==> src/rtl/arty_btn_pkg.sv <==
// arty_btn_pkg
//   Shared types and default timing constants for the Arty push-button
//   conditioner (arty_btn_chan, arty_btn_debounce).
//   Contents:
//     arty_btn_rpt_state_e        - auto-repeat FSM state encoding
//     ARTY_BTN_DEBOUNCE_DFLT      - default debounce stable time (10 ms @ 25 MHz)
//     ARTY_BTN_REPEAT_DELAY_DFLT  - default held time before first repeat
//     ARTY_BTN_REPEAT_PERIOD_DFLT - default spacing of later repeats
//     arty_btn_cnt_w()            - counter width helper, never below 1 bit
package arty_btn_pkg;

  typedef enum logic [1:0] {
    RPT_IDLE  = 2'd0,
    RPT_DELAY = 2'd1,
    RPT_RPT   = 2'd2
  } arty_btn_rpt_state_e;

  localparam int unsigned ARTY_BTN_DEBOUNCE_DFLT      = 250000;
  localparam int unsigned ARTY_BTN_REPEAT_DELAY_DFLT  = 12500000;
  localparam int unsigned ARTY_BTN_REPEAT_PERIOD_DFLT = 2500000;

  // Width needed to hold 0..n-1, with a 1-bit floor so tiny counts still
  // elaborate to a legal vector.
  function automatic int unsigned arty_btn_cnt_w(input int unsigned n);
    return (n <= 2) ? 1 : $clog2(n);
  endfunction

endpackage

==> src/rtl/arty_btn_chan.sv <==
// arty_btn_chan
//   One push-button channel: 2-flop synchroniser, stable-time debounce
//   counter, registered level/press/release outputs and, when the macro
//   ARTY_BTN_REPEAT_EN is defined, an auto-repeat FSM.
//   Ports:
//     clk         in   system clock (clk_riscv)
//     rst         in   synchronous active-high reset
//     btn_i       in   raw asynchronous pad level, active-high
//     btn_o       out  debounced level (registered)
//     press_o     out  1-cycle pulse when btn_o rises
//     release_o   out  1-cycle pulse when btn_o falls
//     repeat_o    out  1-cycle auto-repeat pulse (0 without ARTY_BTN_REPEAT_EN)
//     rpt_state_o out  repeat FSM state, for observation (IDLE without repeat)
//   Handshake: none; all outputs are plain registered levels/pulses.
module arty_btn_chan
  import arty_btn_pkg::*;
#(
  parameter int unsigned DEBOUNCE_CYCLES = ARTY_BTN_DEBOUNCE_DFLT,
  parameter int unsigned REPEAT_DELAY    = ARTY_BTN_REPEAT_DELAY_DFLT,
  parameter int unsigned REPEAT_PERIOD   = ARTY_BTN_REPEAT_PERIOD_DFLT
) (
  input  logic                clk,
  input  logic                rst,
  input  logic                btn_i,
  output logic                btn_o,
  output logic                press_o,
  output logic                release_o,
  output logic                repeat_o,
  output arty_btn_rpt_state_e rpt_state_o
);

  localparam int unsigned CNT_W = arty_btn_cnt_w(DEBOUNCE_CYCLES);
  localparam logic [CNT_W-1:0] CNT_TERM = CNT_W'(DEBOUNCE_CYCLES - 1);

  logic [1:0]       sync_q;
  logic             sync;
  logic             stable_q;
  logic [CNT_W-1:0] cnt_q;
  logic             press_evt;

  assign sync = sync_q[1];

  // stable_q is the accepted level; btn_o is a register stage behind it so
  // the level and its edge pulses leave the block together, one cycle after
  // the terminal-count accept.
  assign press_evt = stable_q & ~btn_o;

  always_ff @(posedge clk) begin
    if (rst) begin
      sync_q    <= 2'b00;
      stable_q  <= 1'b0;
      cnt_q     <= '0;
      btn_o     <= 1'b0;
      press_o   <= 1'b0;
      release_o <= 1'b0;
    end else begin
      sync_q <= {sync_q[0], btn_i};
      if (sync == stable_q) begin
        // Any return to the accepted level restarts the stable-time window.
        cnt_q <= '0;
      end else if (cnt_q == CNT_TERM) begin
        stable_q <= sync;
        cnt_q    <= '0;
      end else begin
        cnt_q <= cnt_q + 1'b1;
      end
      btn_o     <= stable_q;
      press_o   <= press_evt;
      release_o <= ~stable_q & btn_o;
    end
  end

`ifdef ARTY_BTN_REPEAT_EN
  localparam int unsigned RPT_MAX =
    (REPEAT_DELAY > REPEAT_PERIOD) ? REPEAT_DELAY : REPEAT_PERIOD;
  localparam int unsigned RPT_W = arty_btn_cnt_w(RPT_MAX);
  localparam logic [RPT_W-1:0] DELAY_TERM  = RPT_W'(REPEAT_DELAY - 1);
  localparam logic [RPT_W-1:0] PERIOD_TERM = RPT_W'(REPEAT_PERIOD - 1);

  arty_btn_rpt_state_e state_q, state_d;
  logic [RPT_W-1:0]    rcnt_q, rcnt_d;
  logic                rpt_d;

  // The FSM keys off the same condition that raises press_o, so the counter
  // is 0 in the press_o cycle and the first repeat lands REPEAT_DELAY later.
  // A low accepted level forces IDLE with no pulse, which silences repeats
  // from the release_o cycle onwards.
  always_comb begin
    state_d = state_q;
    rcnt_d  = rcnt_q;
    rpt_d   = 1'b0;
    if (press_evt) begin
      state_d = RPT_DELAY;
      rcnt_d  = '0;
    end else if (!stable_q) begin
      state_d = RPT_IDLE;
      rcnt_d  = '0;
    end else begin
      case (state_q)
        RPT_IDLE: begin
          rcnt_d = '0;
        end
        RPT_DELAY: begin
          if (rcnt_q == DELAY_TERM) begin
            state_d = RPT_RPT;
            rcnt_d  = '0;
            rpt_d   = 1'b1;
          end else begin
            rcnt_d = rcnt_q + 1'b1;
          end
        end
        RPT_RPT: begin
          if (rcnt_q == PERIOD_TERM) begin
            rcnt_d = '0;
            rpt_d  = 1'b1;
          end else begin
            rcnt_d = rcnt_q + 1'b1;
          end
        end
        default: begin
          state_d = RPT_IDLE;
          rcnt_d  = '0;
        end
      endcase
    end
  end

  always_ff @(posedge clk) begin
    if (rst) begin
      state_q  <= RPT_IDLE;
      rcnt_q   <= '0;
      repeat_o <= 1'b0;
    end else begin
      state_q  <= state_d;
      rcnt_q   <= rcnt_d;
      repeat_o <= rpt_d;
    end
  end

  assign rpt_state_o = state_q;
`else
  // Repeat timing parameters have no effect in this build.
  logic unused_rpt_cfg;
  assign unused_rpt_cfg = ^{REPEAT_DELAY, REPEAT_PERIOD};
  assign repeat_o    = 1'b0;
  assign rpt_state_o = RPT_IDLE;
`endif

endmodule

==> src/rtl/arty_btn_debounce.sv <==
// arty_btn_debounce
//   Conditions the raw BTN[3:0] pads for the push-button PIO input of the
//   system, in the clk_riscv domain. One arty_btn_chan per button plus a
//   sticky interrupt request that collects press (and repeat) events.
//   Optional feature: define ARTY_BTN_REPEAT_EN to build the auto-repeat
//   FSMs and let repeat_o feed irq_o; otherwise repeat_o is constant 0.
//   Ports:
//     clk        in   system clock (clk_riscv)
//     rst        in   synchronous active-high reset
//     btn_i      in   raw pad levels [NUM_BTN], active-high
//     btn_o      out  debounced levels (registered)
//     press_o    out  1-cycle pulse per accepted 0->1
//     release_o  out  1-cycle pulse per accepted 1->0
//     repeat_o   out  1-cycle auto-repeat pulses
//     irq_o      out  sticky interrupt request
//     irq_clr_i  in   clears irq_o; a simultaneous new event wins
module arty_btn_debounce
  import arty_btn_pkg::*;
#(
  parameter int unsigned NUM_BTN         = 4,
  parameter int unsigned DEBOUNCE_CYCLES = ARTY_BTN_DEBOUNCE_DFLT,
  parameter int unsigned REPEAT_DELAY    = ARTY_BTN_REPEAT_DELAY_DFLT,
  parameter int unsigned REPEAT_PERIOD   = ARTY_BTN_REPEAT_PERIOD_DFLT
) (
  input  logic               clk,
  input  logic               rst,
  input  logic [NUM_BTN-1:0] btn_i,
  output logic [NUM_BTN-1:0] btn_o,
  output logic [NUM_BTN-1:0] press_o,
  output logic [NUM_BTN-1:0] release_o,
  output logic [NUM_BTN-1:0] repeat_o,
  output logic               irq_o,
  input  logic               irq_clr_i
);

  // Per-channel repeat FSM states, kept as a probe point for checkers.
  arty_btn_rpt_state_e rpt_state_dbg_unused [NUM_BTN];

  for (genvar i = 0; i < NUM_BTN; i++) begin : g_chan
    arty_btn_chan #(
      .DEBOUNCE_CYCLES (DEBOUNCE_CYCLES),
      .REPEAT_DELAY    (REPEAT_DELAY),
      .REPEAT_PERIOD   (REPEAT_PERIOD)
    ) u_chan (
      .clk         (clk),
      .rst         (rst),
      .btn_i       (btn_i[i]),
      .btn_o       (btn_o[i]),
      .press_o     (press_o[i]),
      .release_o   (release_o[i]),
      .repeat_o    (repeat_o[i]),
      .rpt_state_o (rpt_state_dbg_unused[i])
    );
  end

  logic irq_set;

`ifdef ARTY_BTN_REPEAT_EN
  assign irq_set = (|press_o) | (|repeat_o);
`else
  assign irq_set = |press_o;
`endif

  // Set has priority over clear so an event arriving with the clear is kept.
  always_ff @(posedge clk) begin
    if (rst) begin
      irq_o <= 1'b0;
    end else begin
      irq_o <= (irq_o & ~irq_clr_i) | irq_set;
    end
  end

endmodule

==> config.mk <==
export PLATFORM = sky130hd
export DESIGN_NAME = arty_btn_debounce
export DESIGN_NICKNAME = d
export VERILOG_FILES = /design/src/rtl/arty_btn_pkg.sv /design/src/rtl/arty_btn_chan.sv /design/src/rtl/arty_btn_debounce.sv
export SDC_FILE = /design/constraint.sdc
export NUM_CORES = 1
export LEC_CHECK = 0
export ABC_AREA = 1
export CAP_MARGIN = 0
export CORE_MARGIN = 1.5
export CORE_UTILIZATION = 35
export DETAILED_ROUTE_END_ITERATION = 7
export PLACE_DENSITY = 0.63
export REMOVE_ABC_BUFFERS = 1
export SLEW_MARGIN = 0
export SYNTH_ARGS = -nofsm -noshare
export SYNTH_HDL_FRONTEND = slang
export SYNTH_HIERARCHICAL = 1
export SYNTH_SLANG_ARGS = --single-unit
export TNS_END_PERCENT = 10
==> constraint.sdc <==
create_clock -name clk -period 1.7 [get_ports clk]
set_input_delay 0.425 -clock clk [delete_from_list [all_inputs] [get_ports clk]]
set_output_delay 0.425 -clock clk [all_outputs]
set_load 0.02 [all_outputs]
# Word-level counts from Yosys, hierarchy flattened
# Index checks and enable logic that the tools add are counted.
# classes
add_sub_neg	4
n_eq_ne	8
bitwise	23
reduce_logical	9
# op_table
op	count
18-bit by 1-bit adder with 18-bit output (second input constant)	4
18-bit equality test (second input constant)	4
1-bit inverter	13
3-bit OR reduction	4
1-bit bitwise AND	9
2-bit AND reduction	4
1-bit equality test	4
4-bit OR reduction	1
1-bit OR	1
# word_totals
elab_cells	69
ff_bits	97
output_inout_bits	17
in_bits	7

# Depth between registers and ports, before layout
# depth
depth_word	3
depth_mapped	8
depth_no_buf	8

# Hierarchy
# The synthesis kept the hierarchy.
# modules_own_cells
module	cells_each	instances	area_each_um2
arty_btn_chan	158	4	1123.6
arty_btn_debounce	9	1	51.3

# Least setup slack after synthesis
# No wires, ideal clock.
# synth_path
path_kind	register -> register
startpoint	reg g_chan[0].u_chan.cnt_q[0]
endpoint	reg g_chan[0].u_chan.cnt_q[13]
period_less_slack_ps	1353
setup_slack_ps	347
t_arrival_ps	1238
path_stages_with_launch	9
setup_ps	114
cell_sequence	dfxtp_1 > ha_1 > nand2_1 > nor2_2 > nand2_1 > nand3b_4 > nand2_4 > buf_6 > nor2_1
# synth_between
elab_chain_cells	2
word_cells_on_any_way	3
# synth_rtl
item	line_no	rtl
start: declaration	arty_btn_chan.sv:38	logic [CNT_W-1:0] cnt_q;
start signal: assignment	arty_btn_chan.sv:65	cnt_q <= cnt_q + 1'b1;
parallel branches: the longest is 2 deep, another holds 18-bit by 1-bit adder with 18-bit output	-	
# Several ways; the timed one is not identified.
# A chain may end at the register's enable or synchronous reset.

# Worst setup path after layout
# layout_path
startpoint	reg g_chan[3].u_chan.btn_o
endpoint	out btn_o[3]
# layout_rtl
item	line_no	rtl
start: declaration	arty_btn_chan.sv:25	output logic btn_o,
start signal: assignment	arty_btn_chan.sv:67	btn_o <= stable_q;
end: declaration	arty_btn_debounce.sv:28	output logic [NUM_BTN-1:0] btn_o,
# No word-level cell between the ends.

==> results.json <==
{
  "via_count": 3741,
  "tns_ns": 0,
  "leakage_nw": 1.80,
  "cts_made_buffers": 9,
  "avgSynthCellArea_sq_um": 7.09,
  "clock_latency_ns": 0.35,
  "start_kind": "flop",
  "period_share_pct": 89.5,
  "dr.pass1.iters": 6,
  "grt_pass1_vias": 3528,
  "slowest_delay_ns": 0.39,
  "crit_chain": "dlygate4sd2_1",
  "hold_class": "reg -> reg",
  "grt_pass1_wl_mm": 15.0,
  "ios": 24,
  "period_needed_ns": 1.52,
  "critPathArrivalTime_ns": 1.10,
  "die_y_um": 116,
  "setup_viol": 0,
  "grt_usage_pct": 13.8,
  "drtAntennaViolNets": 0,
  "setup.worst_path.class": "reg -> out",
  "cts_hold_buf": 0,
  "clk_pin_slew_ns": 0.07,
  "cp_num_buf_inv": 1,
  "diodes": 0,
  "cp_slowest_cell": "dfxtp_1",
  "utilization_pct": 41.1,
  "dp_hpwl_mm": 6.41,
  "grt_setup_unrepaired": "no",
  "antenna_found_initial": 0,
  "drc": 0,
  "cts_buffer_depth": 2,
  "p_per_area_nw_per_um2": 879,
  "end_kind": "primary output",
  "core-area_sq_um": 12600,
  "post_drt_wl_per_cell_um": 10.3,
  "drv_cap": 0,
  "final_nets": 670,
  "syn_to_final_growth_pct": 15.1,
  "layout_setup_ws_ns": 0.178,
  "irDropWorstVdd_uv": 420,
  "status": "finished, final reports clean",
  "drt_iter0_drc": 173,
  "synthCells": 633,
  "cp_data_required_time_ns": 1.27,
  "wirelength_mm": 8.64,
  "syn_area_sq_um": 4490,
  "final_cells": 836,
  "drive_above_1_share_pct": 5.87,
  "htreeDepth": 3,
  "cts.sinks": 97,
  "die_w_um": 116,
  "power_mw": 4.54,
  "grt_max_degree": 19,
  "fp-row-count": 41,
  "root_buffer": "clkbuf_16",
  "place_inst": 820,
  "cp_max_fo": 3,
  "max_freq_ghz": 0.657,
  "slew_viol_final": 0,
  "skew_ns": 0.0125,
  "floorplan.initialDensity_pct": 35.7,
  "cts_tree": "yes",
  "portBuffers": 19,
  "via_per_inst": 4.47,
  "place_congestion": 0.849,
  "ys.warnings.count": 6,
  "hold_violations": 0,
  "post-place-ws_ns": -0.0994,
  "dieArea_sq_um": 13500,
  "grt_overflow": 0,
  "cp_top_family": "flip-flops"
}
[routing by layer]
layer	global-route usage, %	part of all wire (%)
met3	3.32	4.0
met5	0	0
met4	5.20	1.0
met1	17.4	48
met2	23.1	47
[report_power, final]
group          internal, mW  leakage [nW]  switching (mW)  total [mW]
combinational        0.0296         0.856          0.0473      0.0769
clock                  1.30         0.157           0.878        2.18
sequential             2.28         0.783         0.00547        2.29
[timing repair]
action | in CTS | in global routing
resized for setup | 9 | 4
setup buffers | 0 | 0
endpoints found under the setup margin | 9 | 4
[registers in the layout (all words and copies together) (netlist names)]
name                     flops
g_chan.u_chan/cnt_q         72
irq_o                        1
g_chan.u_chan/sync_q         8
g_chan.u_chan/release_o      4
g_chan.u_chan/btn_o          4
g_chan.u_chan/press_o        4
g_chan.u_chan/stable_q       4
[layout make-up]
| cell class | count | area, sq um |
|---|---|---|
| multi-input combinational | 469 | 2250 |
| clock buffer | 10 | 229 |
| clock inverter | 6 | 91.3 |
| timing repair buffer | 23 | 219 |
| tap | 172 | 215 |
| fill | 1302 | 7400 |
| inverter | 59 | 221 |
| sequential | 97 | 1940 |
[worst paths after layout]
kind                                      to  slack [ns]                  startpoint  depth (start not counted)
hold / removal    g_chan[0].u_chan/sync_q[1]        0.40  g_chan[0].u_chan/sync_q[0]                          2
setup reg to reg  g_chan[0].u_chan/cnt_q[11]        0.20   g_chan[0].u_chan/cnt_q[0]                          7
setup / recovery                    btn_o[3]        0.18      g_chan[3].u_chan/btn_o                          1
hold reg to reg   g_chan[0].u_chan/sync_q[1]        0.40  g_chan[0].u_chan/sync_q[0]                          2
[cell usage in the layout, fill, tap and decap left out]
cell             instances
clkdlybuf4s50_1          6
nor2_1                 154
nor2_2                   8
inv_1                   59
or2_2                    4
dlygate4sd2_1            9
nand3b_4                 4
nand4_1                  4
clkinv_2                 1
o21ai_0                 12
bufinv_16                2
clkinv_4                 2
clkbuf_16                9
dlymetal6s2s_1           4
conb_1                   4
xor2_1                  28
a21oi_1                 36
dfxtp_1                 97
nand2_1                146
inv_6                    1
nand2_4                  4
buf_4                    4
clkbuf_1                 1
xnor2_1                  8
nand3_1                 41
or2_0                    8
nor3_1                   4
ha_1                     4
[per-stage QoR]
step	area [sq um]	hold WS [ns]
2_1_floorplan	4410	0.388
3_3_place_gp	4850	0.390
3_5_place_dp	4850	0.395
4_1_cts	5150	0.405
5_1_grt	5160	0.428
6_report	5160	0.405
(Power assumes the default switching activity.)
